<file path="config.mk">
export PLATFORM = sky130hd
export DESIGN_NAME = step_pulse_gen
export DESIGN_NICKNAME = d
export VERILOG_FILES = /design/src/rtl/sap2_pkg.sv /design/src/rtl/sync_2ff.sv /design/src/rtl/step_pulse_gen.sv
export SDC_FILE = /design/constraint.sdc
export NUM_CORES = 1
export LEC_CHECK = 0
export BUFFER_PORTS_ARGS = -buffer_cell sky130_fd_sc_hd__buf_2
export CAP_MARGIN = 40
export CORE_UTILIZATION = 35
export DETAILED_ROUTE_END_ITERATION = 12
export GPL_TIMING_DRIVEN = 0
export PLACE_DENSITY = 0.53
export SLEW_MARGIN = 20
export SYNTH_ARGS = -nofsm -noshare
export SYNTH_HDL_FRONTEND = slang
export SYNTH_SLANG_ARGS = --single-unit
</file>
<file path="constraint.sdc">
create_clock -name clk_in -period 7.2 [get_ports clk_in]
set_input_delay 1.44 -clock clk_in [delete_from_list [all_inputs] [get_ports clk_in]]
set_output_delay 1.44 -clock clk_in [all_outputs]
set_load 0.05 [all_outputs]
</file>
<file path="src/rtl/sap2_pkg.sv">
// Shared definitions for the SAP-2 slow-clock path: debounce FSM state encoding.
package sap2_pkg;

    typedef logic [1:0] dbnc_state_t;

    localparam dbnc_state_t IDLE        = 2'd0;
    localparam dbnc_state_t PRESS_CHK   = 2'd1;
    localparam dbnc_state_t HELD        = 2'd2;
    localparam dbnc_state_t RELEASE_CHK = 2'd3;

endpackage

</file>
<file path="src/rtl/sync_2ff.sv">
// Single-bit two-flop synchroniser for bringing an asynchronous level into the clk domain.
module sync_2ff (
    input  logic clk,
    input  logic rst_n,
    input  logic din,
    output logic dout
);

    logic meta;

    always_ff @(posedge clk or negedge rst_n) begin
        if (!rst_n) begin
            meta <= 1'b0;
            dout <= 1'b0;
        end else begin
            meta <= din;
            dout <= meta;
        end
    end

endmodule

</file>
<file path="src/rtl/step_pulse_gen.sv">
// Turns divided-clock rises (auto) or debounced button presses (manual) into a one-cycle
// CPU clock-enable strobe, with halt gating and a wrapping step counter.
module step_pulse_gen
    import sap2_pkg::*;
#(
    parameter int DEBOUNCE_CYCLES = 1_000_000,
    parameter int CNT_W           = 16
) (
    input  logic             clk_in,
    input  logic             rst_n,
    input  logic             slow_clk,
    input  logic             step_btn,
    input  logic             manual,
    input  logic             hlt,
    output logic             step,
    output logic [CNT_W-1:0] step_count,
    output logic             running
);

    localparam int DB_W = $clog2(DEBOUNCE_CYCLES);
    localparam logic [DB_W-1:0] CNT_LAST = DB_W'(DEBOUNCE_CYCLES - 1);

    logic            slow_s;
    logic            btn_s;
    logic            slow_prev;
    logic            manual_prev;
    dbnc_state_t     state;
    logic [DB_W-1:0] cnt;
    logic            mode_change;
    logic            press_done;
    logic            step_next;

    sync_2ff u_sync_slow (
        .clk   (clk_in),
        .rst_n (rst_n),
        .din   (slow_clk),
        .dout  (slow_s)
    );

    sync_2ff u_sync_btn (
        .clk   (clk_in),
        .rst_n (rst_n),
        .din   (step_btn),
        .dout  (btn_s)
    );

    assign mode_change = (manual != manual_prev);
    assign press_done  = (state == PRESS_CHK) && btn_s && (cnt == CNT_LAST);

    // Halt and mode changes drop the event outright; nothing is queued for later.
    always_comb begin
        step_next = 1'b0;
        if (!mode_change && !hlt) begin
            if (manual) begin
                step_next = press_done;
            end else begin
                step_next = slow_s && !slow_prev;
            end
        end
    end

    // Debounce FSM runs in both modes so a mode switch always starts it from a clean IDLE.
    always_ff @(posedge clk_in or negedge rst_n) begin
        if (!rst_n) begin
            state <= IDLE;
            cnt   <= '0;
        end else if (mode_change) begin
            state <= IDLE;
            cnt   <= '0;
        end else begin
            case (state)
                IDLE: begin
                    if (btn_s) begin
                        cnt   <= '0;
                        state <= PRESS_CHK;
                    end
                end
                PRESS_CHK: begin
                    if (!btn_s) begin
                        state <= IDLE;
                    end else if (cnt == CNT_LAST) begin
                        state <= HELD;
                    end else begin
                        cnt <= cnt + DB_W'(1);
                    end
                end
                HELD: begin
                    if (!btn_s) begin
                        cnt   <= '0;
                        state <= RELEASE_CHK;
                    end
                end
                RELEASE_CHK: begin
                    if (btn_s) begin
                        state <= HELD;
                    end else if (cnt == CNT_LAST) begin
                        state <= IDLE;
                    end else begin
                        cnt <= cnt + DB_W'(1);
                    end
                end
                default: begin
                    state <= IDLE;
                    cnt   <= '0;
                end
            endcase
        end
    end

    always_ff @(posedge clk_in or negedge rst_n) begin
        if (!rst_n) begin
            slow_prev   <= 1'b0;
            manual_prev <= 1'b0;
            step        <= 1'b0;
            step_count  <= '0;
            running     <= 1'b0;
        end else begin
            slow_prev   <= slow_s;
            manual_prev <= manual;
            step        <= step_next;
            step_count  <= step_count + CNT_W'(step_next);
            running     <= !hlt;
        end
    end

endmodule

</file>
Yosys cells after proc, flatten, opt, wreduce, memory -nomap -nowiden
Index checks and enable logic that the tools add are counted.
{"block": "op_classes", "add_sub_neg": 2, "n_reduce_logical": 10, "muxes": 17, "n_shift": 0, "n_div": 0, "mul": 0, "eq_ne": 11, "n_lt_le_gt_ge": 0, "n_bitwise": 0}
{"cell": "$mux W20", "n": 6}
{"cell": "$pmux W20 S4", "n": 1}
{"cell": "$add A20 B1 Y20 const B", "n": 1}
{"cell": "$eq A20 B20 Y1 const B", "n": 1}
{"cell": "$add A16 B1 Y16", "n": 1}
{"cell": "$mux W2", "n": 7}
{"cell": "$pmux W2 S4", "n": 1}
{"cell": "$reduce_and A4 Y1", "n": 2}
{"cell": "$ne A3 B2 Y1 const B", "n": 2}
{"cell": "$ne A3 B3 Y1 const B", "n": 2}
{"cell": "$eq A2 B2 Y1 const B", "n": 2}
{"cell": "$logic_and A1 B1 Y1", "n": 4}
{"cell": "$ne A4 B3 Y1 const B", "n": 1}
{"cell": "$ne A4 B4 Y1 const B", "n": 1}
{"cell": "$logic_not A1 Y1", "n": 3}
{"cell": "$eq A2 B1 Y1 const B", "n": 1}
{"cell": "$logic_not A2 Y1", "n": 1}
{"cell": "$mux W1", "n": 2}
{"cell": "$ne A1 B1 Y1", "n": 1}
{"block": "totals", "ramBits": 0, "in_bits": 6, "reg_bits": 46, "output_inout_bits": 18, "rom_bits": 0, "n_memories": 0, "latchBits": 0}

Logic depth before layout (Yosys ltp)
{"block": "depth", "ltp_word": 6, "ltp_mapped": 11, "depth_no_buf": 11}

Modules after synthesis
A second synthesis with hierarchy kept.
{"block": "unflattened", "hier_cells": 210, "area_unflattened_um2": 2122.0}
{"module": "step_pulse_gen", "instances": 1, "area_each_um2": 2021.9, "cells_per_inst": 206}
{"module": "sync_2ff", "instances": 2, "area_each_um2": 50.0, "cells_per_inst": 2}

Worst setup path before layout
OpenSTA, ideal clock, no wires.
{"block": "synth_path", "path_kind": "input to register", "startpoint": "input port manual", "endpoint": "register step_count[13]", "setup_slack_ns": 4.278, "setup_ns": 0.141, "path_stages": 8, "n_path_buf": 0, "arrival_ns": 2.781, "required_time_ns": 7.059, "path_cell_list": "nor4_1 > nand2_1 > o21ai_0 > ha_1 > and4_1 > nor2b_1 > nand3_1 > xnor2_1"}
{"block": "synth_via", "elab_chain_len": 5, "word_cells_on_any_way": 6, "classes_between": "add/sub: 1; eq/ne: 1; mux: 2; reduce/logical: 2"}
{"item": "start: declaration", "line": "step_pulse_gen.sv:13", "text": "input logic manual,"}
{"item": "$ne A1 B1 Y1", "line": "step_pulse_gen.sv:47", "text": "assign mode_change = (manual != manual_prev);"}
{"item": "$logic_not A1 Y1", "line": "step_pulse_gen.sv:53", "text": "if (!mode_change && !hlt) begin"}
{"item": "$logic_and A1 B1 Y1", "line": "step_pulse_gen.sv:53"}
{"item": "$mux W1 *", "line": "step_pulse_gen.sv:53"}
{"item": "named net step_next", "line": "step_pulse_gen.sv:31", "text": "logic step_next;"}
{"item": "$add A16 B1 Y16 *", "line": "step_pulse_gen.sv:121", "text": "step_count <= step_count + CNT_W'(step_next);"}
{"item": "end signal: assignment", "line": "step_pulse_gen.sv:121"}
{"item": "end: declaration", "line": "step_pulse_gen.sv:16", "text": "output logic [CNT_W-1:0] step_count,"}
Mark *: on every way through the listed nets, which the timed path passes. The rest lies on a longest branch.
A chain may end at the register's enable or synchronous reset.

Worst setup path in the final report
{"block": "layout_path", "startpoint": "register cnt[8]", "endpoint": "register step_count[15]"}
{"block": "layout_via", "elab_chain_len": 5}
{"item": "start: declaration", "line": "step_pulse_gen.sv:28", "text": "logic [DB_W-1:0] cnt;"}
{"item": "start signal: assignment", "line": "step_pulse_gen.sv:84", "text": "cnt <= cnt + DB_W'(1);"}
{"item": "start signal: assignment", "line": "step_pulse_gen.sv:99", "text": "cnt <= cnt + DB_W'(1);"}
{"item": "$eq A20 B20 Y1", "line": "step_pulse_gen.sv:48", "text": "assign press_done = (state == PRESS_CHK) && btn_s && (cnt == CNT_LAST);"}
{"item": "$logic_and A1 B1 Y1", "line": "step_pulse_gen.sv:48"}
{"item": "$mux W1", "line": "step_pulse_gen.sv:54", "text": "if (manual) begin"}
{"item": "$mux W1", "line": "step_pulse_gen.sv:53"}
{"item": "named net step_next", "line": "step_pulse_gen.sv:31"}
{"item": "$add A16 B1 Y16", "line": "step_pulse_gen.sv:121"}
The timed path passes the listed nets, and every way through them passes these cells.

==> reports/qor.csv <==
stage,metric,value,unit
run_status,status,finished clean,
synth,Post-synth EDFFs,0,
sta,worst-margin pin slew,0.564,ns
pwr,Peak VDD IR,0.119,mV
grt,largest net degree at the start of global routing,29,
clock_tree,CTS Buf Count,5,
route,DRC,0,
clock_tree,post_cts resized,0,
sta,"Setup violations, final",0,
sta,Worst Clk Skew,0.00586,ns
clock_tree,hold_buf cts,0,
pwr,Pwr Total,502,µW
min_path,worst min-delay path class,flip-flop to flip-flop,
worst_setup_path,critical path arrival,3.43,ns
placement,DP Area,2430,µm²
grt,global-route wire length before repair,7180,µm
clock_tree,post-CTS setup buffer count,0,
finish,# fillers,574,
finish,fin nets,251,
route,DR iter-0 viols,93,
worst_setup_path,CP Launch Type,flip-flop,
clock_tree,"Reg clk slew, reported paths",0.09,ns
sta,setup TNS,0,ns
pwr,power density cells,199,nW/µm²
grt,GRT met2 Usage,0.231,
synth,"area leader, netlist",dfrtp_1,
synth,Netlist cell types,35,
synth,most frequent cell after synthesis,dfrtp_1,
synth,"FF+latch count, synth",46,
run,max cap viols,0,
grt,GR peak layer,met2,
synth,Synth top area share,0.523,
synth,Main synth FF type,dfrtp_1,
worst_setup_path,critical path class,flip-flop to flip-flop,
floorplanning,die width,81.3,µm
synth,register area share after synthesis,0.523,
sta,Slew HR,0.621,
floorplanning,DIE AREA,6610,µm²
sta,RSZ-0062 raised after global routing,no,
clock_tree,worst skew pair latency,0.29,ns
placement,Post-DP HPWL,3080,µm
sta,Max Fclk,308,MHz
worst_setup_path,CP Data Required Time,7.39,ns
synth,most common library cells after synthesis,"dfrtp_1 (46), nand3_1 (21), nand2_1 (20), o21ai_0 (15)",
route,First-pass DRT Iterations,4,
route,vias per inst,5.14,
clock_tree,root buffer cell,clkbuf_8,
synth,syn nets,220,
route,ANT nets after route,0,
finish,P&R area growth vs syn,14.7,%
synth,ys async rst share,1.00,
grt,gr usage total,0.144,
clock_tree,CTS Sinks,46,
clock_tree,H-tree level count,2,
worst_setup_path,worst-path fanout max,5,
placement,RD Place Congestion,0.763,
finish,Final Instance Area,2520,µm²
finish,ratio of cells with drive above 1 in the final layout,0.193,
grt,initial antenna violation count,0,
clock_tree,CTS tree,done,
sta,final critical-path required period,3.25,ns
placement,PortBufs,23,
route,routed vias,1635,
floorplanning,row cnt,28,
synth,largest cells by area after synthesis,"dfrtp_1 (52%), xnor2_1 (5.2%), nand3_1 (4.8%), nand2_1 (3.4%), o21ai_0 (3.4%)",
grt,met1 Use GR,0.189,
floorplanning,Top Ports,24,
grt,met3 usage,0.0337,
floorplanning,area of the core,5990,µm²
grt,vias in the first global route,1562,
grt,grt ovf,0,
sta,max-slew violation count,0,
floorplanning,die height,81.3,µm
worst_setup_path,Crit. End Element,flip-flop,
synth,Mapped Area,2200,µm²
sta,Fin. Hold Viols,0,
sta,Tcrit/Tclk final,0.451,
route,routed wire length,4250,µm
route,WL/cell,13.4,µm
finish,ANT cells,0,
clock_tree,CTS Buffer Depth,2,
synth,syn_area_per_cell,10.4,µm²
synth,Mapped Cells,211,
synth,Ys Warns,0,
pwr,P_leak,0.00114,µW
floorplanning,Starting Density,0.367,
registers in the layout, indices dropped and copies added, names as in the netlist:
signal	count
step_count	16
state	2
manual_prev	1
running	1
u_sync_btn.dout	1
step	1
slow_prev	1
u_sync_btn.meta	1
cnt	20
u_sync_slow.meta	1
u_sync_slow.dout	1
kinds of logic after synthesis:
group,share of synthesized area
simple gates,0.215
flops,0.523
compound gates,0.131
xor+xnor,0.0677
buf+inv,0.0273
mux,0.0182
fa+ha+maj,0.0171
routing by layer:
metal / part of all wire / vias up
met5: 0 / -
met4: 0.011 / 0
met3: 0.029 / 5
met2: 0.44 / 25
met1: 0.52 / 777
li1: - / 828
layout by cell type, fill, tap and decap left out, types with 2 or more instances in the layout:
cell type and n:
a21o_1 3, a21o_2 5, a21oi_1 13, and3_1 5, and4_1 4, buf_2 24
clkbuf_1 2, clkbuf_8 7, dfrtp_1 46, ha_1 3, inv_1 6, mux2i_1 4
nand2_1 20, nand3_1 21, nand4_1 7, nor2_1 3, nor2b_1 3, nor3_1 4
nor4_1 5, o21ai_0 15, o31a_1 2, or3_1 9, or4_4 2, xnor2_1 13
xor2_1 4
per-stage QoR:
step | setup slack (ns) | cells | util | hold slack (ns)
after floorplan | 4.28 | 211 | - | 0.331
after global placement | 3.91 | 309 | 0.402 | 0.332
after detailed placement | 3.91 | 310 | 0.406 | 0.335
after CTS | 3.88 | 318 | 0.421 | 0.355
after global routing | 3.68 | 318 | 0.421 | 0.357
final | 3.95 | 318 | 0.421 | 0.353
critical path, stage by stage, from the launching register on:
cell and delay [ns]:
dfrtp_1 0.47, or4_4 0.58, nor4_1 0.54, nand3_1 0.23, o21ai_0 0.29, ha_1 0.26
and4_1 0.26, nor2b_1 0.26, nand3_1 0.13, xnor2_1 0.13
worst paths after layout:
kind	from	end	slack [ns]	cells past startpoint
min in group asynchronous	rst_n	step_count[4]$_DFF_PN0_	1.08	1
max in group asynchronous	rst_n	cnt[15]$_DFFE_PN0P_	5.62	2
setup / recovery	cnt[8]$_DFFE_PN0P_	step_count[15]$_DFF_PN0_	3.95	9
hold reg to reg	u_sync_btn.meta$_DFF_PN0_	u_sync_btn.dout$_DFF_PN0_	0.35	0
setup reg to reg	cnt[8]$_DFFE_PN0P_	step_count[15]$_DFF_PN0_	3.95	9
hold / removal	u_sync_btn.meta$_DFF_PN0_	u_sync_btn.dout$_DFF_PN0_	0.35	0
final cells by class:
class,count,area [µm²],share of cell area
Sequential cell,46,1150,0.456
Multi-Input combinational cell,154,990,0.392
Timing Repair Buffer,24,135,0.0535
Tap cell,75,93.8,0.0372
Clock buffer,6,82.6,0.0327
Buffer,5,37.5,0.0149
Inverter,6,22.5,0.00892
Clock inverter,2,12.5,0.00496
power by group:
part / total (µW) / switching, µW / internal (µW)
registers: 277 / 8.87 / 268
logic: 62.3 / 47.0 / 15.3
clock network: 163 / 85.7 / 77.2
total: 502 / 142 / 361
No activity file was read; power rests on OpenSTA's default activity.
